<file path="src/rtl/traffic_pkg.sv">
// Shared light codes and phase encoding for the multi-approach traffic-light controller.
package traffic_pkg;

    localparam logic [1:0] LIGHT_RED    = 2'b10;
    localparam logic [1:0] LIGHT_YELLOW = 2'b11;
    localparam logic [1:0] LIGHT_GREEN  = 2'b01;

    typedef enum logic [1:0] {
        PH_GREEN  = 2'b00,
        PH_YELLOW = 2'b01,
        PH_ALLRED = 2'b10
    } phase_t;

endpackage

</file>
<file path="src/rtl/btn_release_det.sv">
// Two-flop synchroniser on the raw button plus a registered 1->0 (release) detector.
module btn_release_det (
    input  logic clk,
    input  logic rst,
    input  logic btn,
    output logic release_pulse
);

    logic sync1;
    logic sync2;

    // Pulse fires on the same edge the synced level drops from 1 to 0.
    always_ff @(posedge clk) begin
        if (rst) begin
            sync1         <= 1'b0;
            sync2         <= 1'b0;
            release_pulse <= 1'b0;
        end else begin
            sync1         <= btn;
            sync2         <= sync1;
            release_pulse <= sync2 & ~sync1;
        end
    end

endmodule

</file>
<file path="src/rtl/traffic_light_ctrl.sv">
// Round-robin N-approach traffic-light controller: timed GREEN/YELLOW/ALLRED phases,
// manual green release, and emergency all-red override.
module traffic_light_ctrl
    import traffic_pkg::*;
#(
    parameter int unsigned N_DIR        = 4,
    parameter int unsigned CNT_W        = 16,
    parameter int unsigned GREEN_TICKS  = 50,
    parameter int unsigned YELLOW_TICKS = 10,
    parameter int unsigned ALLRED_TICKS = 5
) (
    input  logic                       clk,
    input  logic                       rst,
    input  logic                       tick,
    input  logic                       mode_manual,
    input  logic                       btn,
    input  logic                       emergency,
    output logic [2*N_DIR-1:0]         lights,
    output logic [$clog2(N_DIR)-1:0]   active_dir,
    output logic [1:0]                 phase
);

    localparam int unsigned DIR_W = $clog2(N_DIR);
    localparam logic [CNT_W-1:0] G_LAST   = CNT_W'(GREEN_TICKS - 1);
    localparam logic [CNT_W-1:0] Y_LAST   = CNT_W'(YELLOW_TICKS - 1);
    localparam logic [CNT_W-1:0] A_LAST   = CNT_W'(ALLRED_TICKS - 1);
    localparam logic [DIR_W-1:0] DIR_LAST = DIR_W'(N_DIR - 1);

    phase_t              phase_q;
    phase_t              phase_n;
    logic [DIR_W-1:0]    dir_q;
    logic [DIR_W-1:0]    dir_n;
    logic [CNT_W-1:0]    timer_q;
    logic [CNT_W-1:0]    timer_n;
    logic [2*N_DIR-1:0]  lights_n;
    logic                release_pulse;

    btn_release_det u_btn (
        .clk           (clk),
        .rst           (rst),
        .btn           (btn),
        .release_pulse (release_pulse)
    );

    // State register; reset is folded into the next-state logic (synchronous).
    always_ff @(posedge clk) begin
        phase_q <= phase_n;
        dir_q   <= dir_n;
        timer_q <= timer_n;
        lights  <= lights_n;
    end

    assign phase      = phase_q;
    assign active_dir = dir_q;

    // Next-state: reset first, then emergency/release, then tick-timed progress.
    always_comb begin
        phase_n = phase_q;
        dir_n   = dir_q;
        timer_n = timer_q;

        if (rst) begin
            phase_n = PH_GREEN;
            dir_n   = '0;
            timer_n = '0;
        end else begin
            case (phase_q)
                PH_GREEN: begin
                    if (emergency || (mode_manual && release_pulse)) begin
                        phase_n = PH_YELLOW;
                        timer_n = '0;
                    end else if (!mode_manual && tick) begin
                        // >= so a value held over from manual mode still ends green.
                        if (timer_q >= G_LAST) begin
                            phase_n = PH_YELLOW;
                            timer_n = '0;
                        end else begin
                            timer_n = timer_q + CNT_W'(1);
                        end
                    end
                end
                PH_YELLOW: begin
                    if (tick) begin
                        if (timer_q >= Y_LAST) begin
                            phase_n = PH_ALLRED;
                            timer_n = '0;
                        end else begin
                            timer_n = timer_q + CNT_W'(1);
                        end
                    end
                end
                PH_ALLRED: begin
                    if (emergency) begin
                        timer_n = '0;
                    end else if (tick) begin
                        if (timer_q >= A_LAST) begin
                            phase_n = PH_GREEN;
                            timer_n = '0;
                            dir_n   = (dir_q == DIR_LAST) ? '0 : dir_q + DIR_W'(1);
                        end else begin
                            timer_n = timer_q + CNT_W'(1);
                        end
                    end
                end
                default: begin
                    phase_n = PH_ALLRED;
                    timer_n = '0;
                end
            endcase
        end
    end

    // Lamp decode from the next state so lights stay aligned with phase/active_dir.
    always_comb begin
        lights_n = {N_DIR{LIGHT_RED}};
        for (int i = 0; i < int'(N_DIR); i++) begin
            if (dir_n == DIR_W'(i)) begin
                if (phase_n == PH_GREEN) begin
                    lights_n[2*i +: 2] = LIGHT_GREEN;
                end else if (phase_n == PH_YELLOW) begin
                    lights_n[2*i +: 2] = LIGHT_YELLOW;
                end
            end
        end
    end

endmodule

</file>
<file path="config.mk">
export PLATFORM = sky130hd
export DESIGN_NAME = traffic_light_ctrl
export DESIGN_NICKNAME = d
export VERILOG_FILES = /design/src/rtl/traffic_pkg.sv /design/src/rtl/btn_release_det.sv /design/src/rtl/traffic_light_ctrl.sv
export SDC_FILE = /design/constraint.sdc
export NUM_CORES = 1
export LEC_CHECK = 0
export BUFFER_PORTS_ARGS = -buffer_cell sky130_fd_sc_hd__buf_2
export CORE_AREA = 5 5 57 59
export CTS_CLUSTER_SIZE = 8
export DETAILED_ROUTE_END_ITERATION = 16
export DIE_AREA = 0 0 62 64
export PLACE_DENSITY = 0.8
export SLEW_MARGIN = 10
export SYNTH_ARGS = -nofsm -noshare
export SYNTH_HDL_FRONTEND = slang
export SYNTH_SLANG_ARGS = --single-unit
</file>
<file path="constraint.sdc">
create_clock -name clk -period 3 [get_ports clk]
set_clock_uncertainty 0.05 [all_clocks]
set_input_delay 0.75 -clock clk [delete_from_list [all_inputs] [get_ports clk]]
set_output_delay 0.75 -clock clk [all_outputs]
set_load 0.05 [all_outputs]
</file>
==> results of run 1 <==
[final cells by class]
class | count | area share
well taps | 31 | 0.0228
repair buffers | 17 | 0.0501
multi-input cells | 124 | 0.515
flip-flops and latches | 31 | 0.365
clock buffers | 5 | 0.0221
inverters | 7 | 0.0155
clock inverters | 3 | 0.00884
[layer usage]
layer  vias up  global-route usage  wire length, microns
met1       588               0.228                  1370
li1        630                   -                     -
met4         0              0.0743                    18
met3         2              0.0624                   145
met5         -                   0                     0
met2        25               0.240                  1370
[cells by family after synthesis]
kind of cell / Yosys count
compound gates: 24
xor+xnor: 13
fa+ha+maj: 4
buf+inv: 13
flops: 31
mux: 2
simple gates: 81
[critical path, stage by stage, from the launching register on]
cell and delay [ns]:
dfxtp_1 0.62, o21ai_0 0.24, o311ai_2 0.15, nand2_1 0.20
a221oi_4 0.67, nor2_1 0.13
[state kept, by name (all words and copies together), names as in the netlist]
register / flops
phase: 2
active_dir: 2
timer_q: 16
lights: 8
u_btn.sync1: 1
u_btn.release_pulse: 1
u_btn.sync2: 1
[worst max-delay path by stage]
| stage | to | depth (start not counted) | slack (ns) | start |
|---|---|---|---|---|
| after detailed placement | timer_q[13] | 6 | 0.48 | mode_manual |
| final | timer_q[13] | 5 | 0.80 | phase[1] |
| after floorplan | timer_q[8] | 7 | 0.84 | tick |
| after CTS | timer_q[10] | 5 | 0.79 | phase[1] |
| after global placement | timer_q[8] | 6 | 0.55 | mode_manual |
| after global routing | timer_q[13] | 5 | 0.56 | phase[1] |
[synthesized netlist by cell type, drive strengths merged]
cell type | n | area, sq um
a211o | 1 | 8.76
a211oi | 2 | 20.0
a21oi | 5 | 28.8
a221oi | 1 | 26.3
a41oi | 1 | 8.76
and2 | 2 | 13.8
and4 | 5 | 45.0
buf | 4 | 25.0
clkbuf | 2 | 7.51
dfxtp | 31 | 621
ha | 4 | 50.1
inv | 7 | 26.3
mux2i | 2 | 32.5
nand2 | 8 | 30.0
nand2b | 3 | 18.8
nand3 | 8 | 40.0
nand4 | 2 | 18.8
nor2 | 26 | 97.6
nor2b | 6 | 37.5
nor3 | 10 | 50.1
nor3b | 3 | 22.5
nor4 | 2 | 33.8
nor4b | 3 | 32.5
o2111a | 1 | 12.5
o211a | 2 | 20.0
o211ai | 4 | 30.0
o21a | 1 | 7.51
o21ai | 3 | 15.0
o311a | 1 | 10.0
o311ai | 1 | 16.3
o32ai | 1 | 8.76
or2 | 1 | 6.26
or3 | 1 | 11.3
or3b | 1 | 8.76
xnor2 | 12 | 105
xor2 | 1 | 8.76
[power by group through the flow]
stage | Clock (mW) | Sequential (mW) | Combinational (mW)
final | 0.224 | 0.431 | 0.0865
after global routing | 0.267 | 0.432 | 0.0956
after CTS | 0.233 | 0.431 | 0.0866
after detailed placement | 0 | 0.440 | 0.0861
after global placement | 0 | 0.439 | 0.0826
after floorplan | 0 | 0.445 | 0.0638
[stage by stage]
step	total power, mW	hold slack (ns)	instance area (sq um)	utilization
after global placement	0.522	0.351	1650	0.618
after global routing	0.795	0.387	1700	0.638
after floorplan	0.509	0.338	1560	-
after detailed placement	0.527	0.365	1650	0.618
after CTS	0.751	0.380	1700	0.638
final	0.741	0.375	1700	0.638
==> run_results.csv, run 1 <==
group,metric,value,unit
cts,cts_tree,"done",
yosys,ys_seq_area_frac,0.399,
critical_path,start_kind,"flip-flop",
cts,h-tree-depth,2,
floorplan,die_area,3970,sq um
sta,timing.final.max_slew_violations,0,
power_and_ir_drop,ir_worst_vdd,0.369,mV
yosys,synth-seq-cells,31,
power_and_ir_drop,pwr-share-seq,0.582,
final_layout,multiInputGateArea,876,sq um
final_layout,nets,196,
hold_path,hold_path_class,"flip-flop to flip-flop",
routing,routed_wl,2910,microns
sta,slew_headroom,0.550,
power_and_ir_drop,p_clk_frac,0.302,
cts,numClockSinks,31,
final_layout,seq_area,621,sq um
global_route,grt_pass1_vias,1150,
final_layout,syn2layout_area_growth,9.25,%
placed_design,port_buffers,17,
power_and_ir_drop,p_int,0.538,mW
placed_design,gp_congestion,0.799,
global_route,grt_start_max_net_pins,17,
sta,worst_slew_pin_slew,0.675,ns
placed_design,dp_cells,210,
hold_path,min_to,"u_btn.release_pulse",
sta,finalHoldViolCount,0,
floorplan,core.rowCount,19,
routing,drt_iter0_markers,35,
critical_path,worstReg2RegStart,"phase[1]",
critical_path,critPathRequiredTime,3.14,ns
sta,finalCriticalPeriod,2.20,ns
yosys,syn_avg_cell_area,9.26,sq um
power_and_ir_drop,power_density,436,nW/um^2
cts,cts_buffers,5,
cts,cts_root_buf,"clkbuf_4",
floorplan,coreArea,2660,sq um
yosys,muxShareOfSynthArea,0.0209,
sta,rsz0062_at_grt,"no",
critical_path,worst-r2r-setup-slack,0.80,ns
sta,tns,0,ns
critical_path,crit_fanout,16,
global_route,grt-ovfl-total,0,
yosys,synth_top_family_by_area,"simple AND/OR/NAND/NOR gates",
routing,route.detailed.drc,0,
cts,clk_latency,0.32,ns
final_layout,diodes,0,
final_layout,instances_no_fill,218,
power_and_ir_drop,swShare,0.275,
routing,vias,1245,
cts,cts_resized,0,
cts,cts_setup_buffers,0,
placed_design,dp_hpwl,2150,microns
cts,cts_hold_buf,0,
floorplan,io_pins,18,
floorplan,initial_core_util,0.584,
sta,fmax,0.456,GHz
yosys,syn_area,1560,sq um
floorplan,die_y,64,microns
global_route,antenna_found_initial,0,
sta,setup_viol,0,
cts,cts_buffer_depth,2,
placed_design,dp_slack,0.479,ns
power_and_ir_drop,p_switching,0.204,mW
routing,drt-vias-per-instance,5.71,
yosys,synth-compound-area-share,0.137,
yosys,ys_types,47,
yosys,synth_nets,178,
critical_path,cp-end-kind,"flip-flop",
final_layout,num-fill-cells,235,
power_and_ir_drop,combPwrFrac,0.117,
run,cap_violations,0,
yosys,synth-xor-area-share,0.0732,
run_status,outcome,"complete, no violations",
yosys,syn_inst,168,
critical_path,rr_endpoint,"timer_q[13]",
critical_path,r2r_cells,5,
floorplan,fp.dieW,62,microns
global_route,grt_usage,0.170,
yosys,yosys_warnings,0,
yosys,synth-simple-area-share,0.300,
routing,dr.pass1.iters,4,
critical_path,critPathArrivalTime,2.33,ns
final_layout,final_cell_mix,"dfxtp_1 (31), nor2_1 (26), buf_2 (17)",
sta,fin_crit_sh,0.732,
power_and_ir_drop,power_leakage,0.675,nW
final_layout,drive_above_1_share,0.214,
cts,clk_pin_slew,0.10,ns
routing,wire_per_inst,13.3,microns
final_layout,layout_commonest_cell,"dfxtp_1",
routing,antenna_left,0,
hold_path,min_from,"u_btn.sync1",
hold_path,hold_depth,1,
sta,final.setup.worst_slack,0.805,ns
yosys,synthAdderAreaFrac,0.0322,
critical_path,path_class,"flip-flop to flip-flop",
global_route,grt_pass1_wl,5110,microns
Power figures use the tool's default switching activity.
==> run 2, diff against run 1 <==
Settings changed: ABC_AREA set to 1, CORE_AREA 5 5 57 59 to 5 5 58 60, DIE_AREA 0 0 62 64 to 0 0 63 65, PLACE_DENSITY 0.8 to 0.72.
Clock period 3 ns to 1.8 ns, I/O delays scaled along.
==> run_results.csv, run 2 <==
group,metric,value,unit
routing,drt_iter0_markers,53,
sta,slew_headroom,0.796,
yosys,ys_seq_area_frac,0.466,
sta,holdWs,0.253,ns
global_route,grt_pass1_wl,4350,microns
global_route,grt-ovfl-total,0,
routing,dr_wl_met3,140,microns
critical_path,path_class,"flip-flop to flip-flop",
cts,h-tree-depth,2,
floorplan,die_y,65,microns
floorplan,core.rowCount,20,
yosys,synth_top_area_frac,0.466,
yosys,syn_inst,179,
run_status,outcome,"complete, no violations",
final_layout,drive_above_1_share,0.202,
final_layout,reg_top3,"timer_q: 16 flops, lights: 8 flops",
routing,wire_per_inst,9.69,microns
cts,cts_hold_buf,0,
yosys,synth_nets,189,
cts,cts_tree,"done",
final_layout,nets,212,
floorplan,die_area,4100,sq um
sta,worst_slew_pin_slew,0.306,ns
sta,rsz0062_at_grt,"no",
global_route,grt_start_max_net_pins,16,
cts,cts_root_buf,"clkbuf_4",
critical_path,crit_fanout,5,
floorplan,fp.dieW,63,microns
global_route,grt_pass1_vias,1070,
cts,clk_pin_slew,0.11,ns
cts,cts_buffer_depth,2,
final_layout,diodes,0,
power_and_ir_drop,power_density,906,nW/um^2
routing,wl_met1,1090,microns
cts,clk_latency,0.34,ns
final_layout,syn2layout_area_growth,15.9,%
hold_path,hold_path_class,"primary input to flip-flop",
cts,cts_resized,0,
critical_path,cp-end-kind,"flip-flop",
final_layout,largest_reg_flops,16,
global_route,grt_usage,0.134,
routing,route.detailed.drc,0,
placed_design,gp_congestion,0.772,
final_layout,num-fill-cells,283,
cts,numClockSinks,31,
critical_path,critPathRequiredTime,1.96,ns
final_layout,fin_util,0.537,
final_layout,top_register,"timer_q",
critical_path,worst-r2r-setup-slack,0.20,ns
yosys,syn_avg_cell_area,7.44,sq um
routing,dr.pass1.iters,4,
sta,timing.final.max_slew_violations,0,
yosys,synth_common_cells,"nand2_1 (39), nor2_1 (39), dfxtp_1 (31)",
sta,setup_viol,0,
sta,fin_crit_sh,0.891,
sta,fmax,0.624,GHz
routing,antenna_left,0,
yosys,yosys-top-cells-area,"dfxtp_1 (47%), nand2_1 (11%), nor2_1 (11%)",
yosys,synth-seq-cells,31,
routing,wl_met2,1020,microns
run,cap_violations,0,
sta,final.setup.worst_slack,0.197,ns
global_route,antenna_found_initial,0,
floorplan,initial_core_util,0.463,
hold_path,hold_depth,3,
sta,tns,0,ns
critical_path,critPathArrivalTime,1.77,ns
yosys,synth_area_leader_cell,"dfxtp_1",
routing,routed_wl,2290,microns
placed_design,port_buffers,17,
cts,cts_buffers,5,
floorplan,coreArea,2880,sq um
yosys,synthArstFlopShare,0,
sta,finalHoldViolCount,0,
power_and_ir_drop,ir_worst_vdd,0.546,mV
routing,drt-vias-per-instance,4.71,
final_layout,seq_area,621,sq um
final_layout,multiInputGateArea,612,sq um
final_layout,final_cell_mix,"nor2_1 (39), nand2_1 (39), dfxtp_1 (31)",
cts,cts_setup_buffers,0,
routing,vias,1112,
critical_path,r2r_cells,12,
yosys,synth_enable_flop_cells,0,
routing,top_layer_used,"met4",
critical_path,start_kind,"flip-flop",
sta,finalCriticalPeriod,1.60,ns
placed_design,dp_hpwl,1800,microns
yosys,yosys_warnings,0,
power_and_ir_drop,power_leakage,0.755,nW
placed_design,dp_slack,0.120,ns
yosys,ys_types,24,
floorplan,io_pins,18,
yosys,syn_area,1330,sq um
yosys,synth-main-ff-cell,"dfxtp_1",
run 2: cell count changes after synthesis, moves of 5 or more:
cell,previous run,this run
nand2_1,8,39
inv_1,6,21
nor2_1,26,39
xnor2_1,12,0
nor2b_1,6,0
nor3_1,10,5
run 2: report_power, final:
part	total (mW)	switching [mW]	internal, mW
Clock	0.560	0.232	0.328
Combinational	0.130	0.0889	0.0415
Sequential	0.708	0.00967	0.699
run 2: path summary, 6_finish.rpt:
kind                                   from             endpoint
worst min-delay path                    btn          u_btn.sync1
worst min register to register  u_btn.sync1  u_btn.release_pulse
worst max register to register   timer_q[1]            lights[5]
worst max-delay path             timer_q[1]            lights[5]
run 2: cells by family after synthesis:
kind of cell / Yosys count / synth area share
AOI/OAI and AO/OA: 5 / 0.0263
xor gates and xnor gates: 4 / 0.0263
adders and majority gates: 4 / 0.0376
buffers and inverters: 26 / 0.0751
DFF: 31 / 0.466
and+or+nand+nor: 109 / 0.369
run 2: cell type report:
type                            count  share of cell area
Sequential cell                    31               0.402
Clock buffer                        6              0.0332
Clock inverter                      2              0.0227
Timing Repair Buffer               18              0.0600
Inverter                           24              0.0592
Multi-Input combinational cell    122               0.396
Tap cell                           33              0.0267
run 2: per-stage QoR:
step	area [sq um]	cells	power, mW
floorplan	1330	179	0.823
global placement	1460	228	0.854
detailed placement	1460	228	0.856
CTS	1540	236	1.41
global route	1540	236	1.47
finish	1540	236	1.40
run 2: routing by layer:
| metal | GRT usage | vias up |
|---|---|---|
| met3 | 0.0572 | 5 |
| met1 | 0.155 | 485 |
| li1 | - | 602 |
| met2 | 0.217 | 20 |
| met5 | 0 | - |
| met4 | 0.0557 | 0 |
run 2: critical path: stages (launching register included):
cell and delay (ns):
dfxtp_1 0.35, inv_1 0.09, ha_1 0.18, nor2_1 0.11, nand3_1 0.08, nand2_1 0.07, nand3_1 0.08, nand2_1 0.07
nand2_1 0.05, nand2_1 0.06, nand2_1 0.05, nand2_1 0.14, nand3_1 0.11
==> run 3, diff against run 2 <==
Settings changed: BUFFER_PORTS_ARGS -buffer_cell sky130_fd_sc_hd__buf_2 to unset, CORE_AREA 5 5 58 60 to 5 5 54 56, DIE_AREA 0 0 63 65 to 0 0 59 61, DONT_BUFFER_PORTS set to 1.
Clock period 1.8 ns to 1.7 ns, I/O delays scaled along.
==> run_results.csv, run 3 (synthesized netlist as in run 2, its figures left out) <==
group,metric,value,unit
run_status,outcome,"complete, no violations",
routing,dr.pass1.iters,4,
global_route,met2_usage,0.263,
critical_path,cp_slowest_cell,"dfxtp_1",
critical_path,crit_chain,"inv_1 > ha_1 > nand3_1 > nand2_1 > nand3_1 > nor2_1 > nor2_1 > nand3_1 > nand2_2 > nor2_1",
floorplan,die_y,61,microns
sta,fin_crit_sh,0.907,
routing,routed_wl,2400,microns
final_layout,diodes,0,
floorplan,coreArea,2390,sq um
global_route,antenna_found_initial,0,
cts,cts_root_buf,"clkbuf_4",
final_layout,stdcell_area,1490,sq um
global_route,grt_pass1_wl,4130,microns
power_and_ir_drop,p_total,1.37,mW
final_layout,syn2layout_area_growth,11.6,%
critical_path,critPathRequiredTime,1.86,ns
critical_path,cp-end-kind,"flip-flop",
sta,tns,0,ns
sta,fmax,0.648,GHz
floorplan,initial_core_util,0.558,
floorplan,die_area,3600,sq um
sta,finalCriticalPeriod,1.54,ns
final_layout,fin_util,0.623,
global_route,grt_use_met1,0.174,
placed_design,gp_congestion,0.913,
critical_path,critPathArrivalTime,1.71,ns
routing,vias,1086,
routing,route.detailed.drc,0,
critical_path,crit_path_max_incr_delay,0.42,ns
cts,clk_pin_slew,0.09,ns
global_route,grt_start_max_net_pins,15,
cts,cts_tree,"done",
global_route,grt-ovfl-total,0,
critical_path,critPathBufInv,1,
sta,timing.final.max_slew_violations,0,
global_route,grt_pass1_vias,1018,
floorplan,core.rowCount,18,
placed_design,dp_slack,0.117,ns
critical_path,crit_fanout,5,
power_and_ir_drop,power_leakage,0.700,nW
critical_path,cp_top_family,"simple AND/OR/NAND/NOR gates",
cts,numClockSinks,31,
sta,finalHoldViolCount,0,
sta,slew_headroom,0.668,
final_layout,nets,200,
hold_path,hold_path_class,"primary input to flip-flop",
final_layout,largest_reg_flops,16,
power_and_ir_drop,power_density,920,nW/um^2
final_layout,reg_top3,"timer_q: 16 flops, lights: 8 flops",
critical_path,path_class,"flip-flop to flip-flop",
global_route,busiest_layer,"met2",
final_layout,final_cell_mix,"nand2_1 (38), nor2_1 (37), dfxtp_1 (30)",
final_layout,drive_above_1_share,0.173,
sta,worst_slew_pin_slew,0.497,ns
cts,cts_buffers,5,
power_and_ir_drop,ir_worst_vdd,0.636,mV
run,cap_violations,0,
global_route,use_met3,0.0489,
cts,clk_latency,0.32,ns
placed_design,port_buffers,0,
placed_design,placed_area,1410,sq um
floorplan,fp.dieW,59,microns
sta,final.setup.worst_slack,0.157,ns
global_route,grt_usage,0.155,
floorplan,io_pins,18,
cts,h-tree-depth,2,
placed_design,dp_hpwl,1930,microns
cts,cts_buffer_depth,2,
routing,wire_per_inst,10.9,microns
final_layout,top_register,"timer_q",
routing,antenna_left,0,
final_layout,layout_commonest_cell,"nand2_1",
routing,drt-vias-per-instance,4.91,
critical_path,start_kind,"flip-flop",
sta,setup_viol,0,
routing,drt_iter0_markers,54,
[run 3: area by class of cell]
type	instances	area (sq um)
fillers	216	900
well taps	30	37.5
flip-flops and latches	31	622
inverters	24	91.3
clock buffers	7	65.1
clock inverters	1	7.51
repair buffers	6	45.0
multi-input cells	122	619
[run 3: path summary, 6_finish.rpt]
kind | start | cells past startpoint | slack (ns) | end
max reg2reg | timer_q[0] | 10 | 0.16 | timer_q[1]
min reg2reg | u_btn.sync1 | 1 | 0.37 | u_btn.release_pulse
max | timer_q[0] | 10 | 0.16 | timer_q[1]
min | rst | 1 | 0.12 | u_btn.sync2
[run 3: per-layer routing]
| layer | routed length, microns | share of wire | vias to the layer above |
|---|---|---|---|
| met5 | 0 | 0 | - |
| met4 | 20 | 0.0083 | 0 |
| met3 | 134 | 0.056 | 2 |
| met2 | 1160 | 0.49 | 17 |
| met1 | 1080 | 0.45 | 495 |
| li1 | - | - | 572 |
[run 3: per-stage QoR]
step,hold WS [ns],std cells
6_report,0.119,221
5_1_grt,0.0930,221
4_1_cts,0.101,221
3_5_place_dp,0.360,213
3_3_place_gp,0.348,213
2_1_floorplan,0.340,179
[run 3: report_power, final]
| part | internal [mW] | switching, mW | total [mW] |
|---|---|---|---|
| combinational | 0.0448 | 0.0825 | 0.127 |
| sequential | 0.741 | 0.0192 | 0.760 |
| clock | 0.242 | 0.240 | 0.481 |
| total | 1.03 | 0.341 | 1.37 |
[run 3: worst reg2reg max path: cells and delay by family (launching register included)]
family | cells | cell delay (ns)
and+or+nand+nor | 8 | 0.67
buffers and inverters | 1 | 0.08
adders and majority gates | 1 | 0.22
DFF | 1 | 0.42
[run 3: what timing repair did]
| action | 4_1_cts | 5_1_grt |
|---|---|---|
| setup buffers | 0 | 0 |
| setup endpoints to repair | 0 | 10 |
| hold buffers | 0 | 0 |
| resized for setup | 0 | 4 |
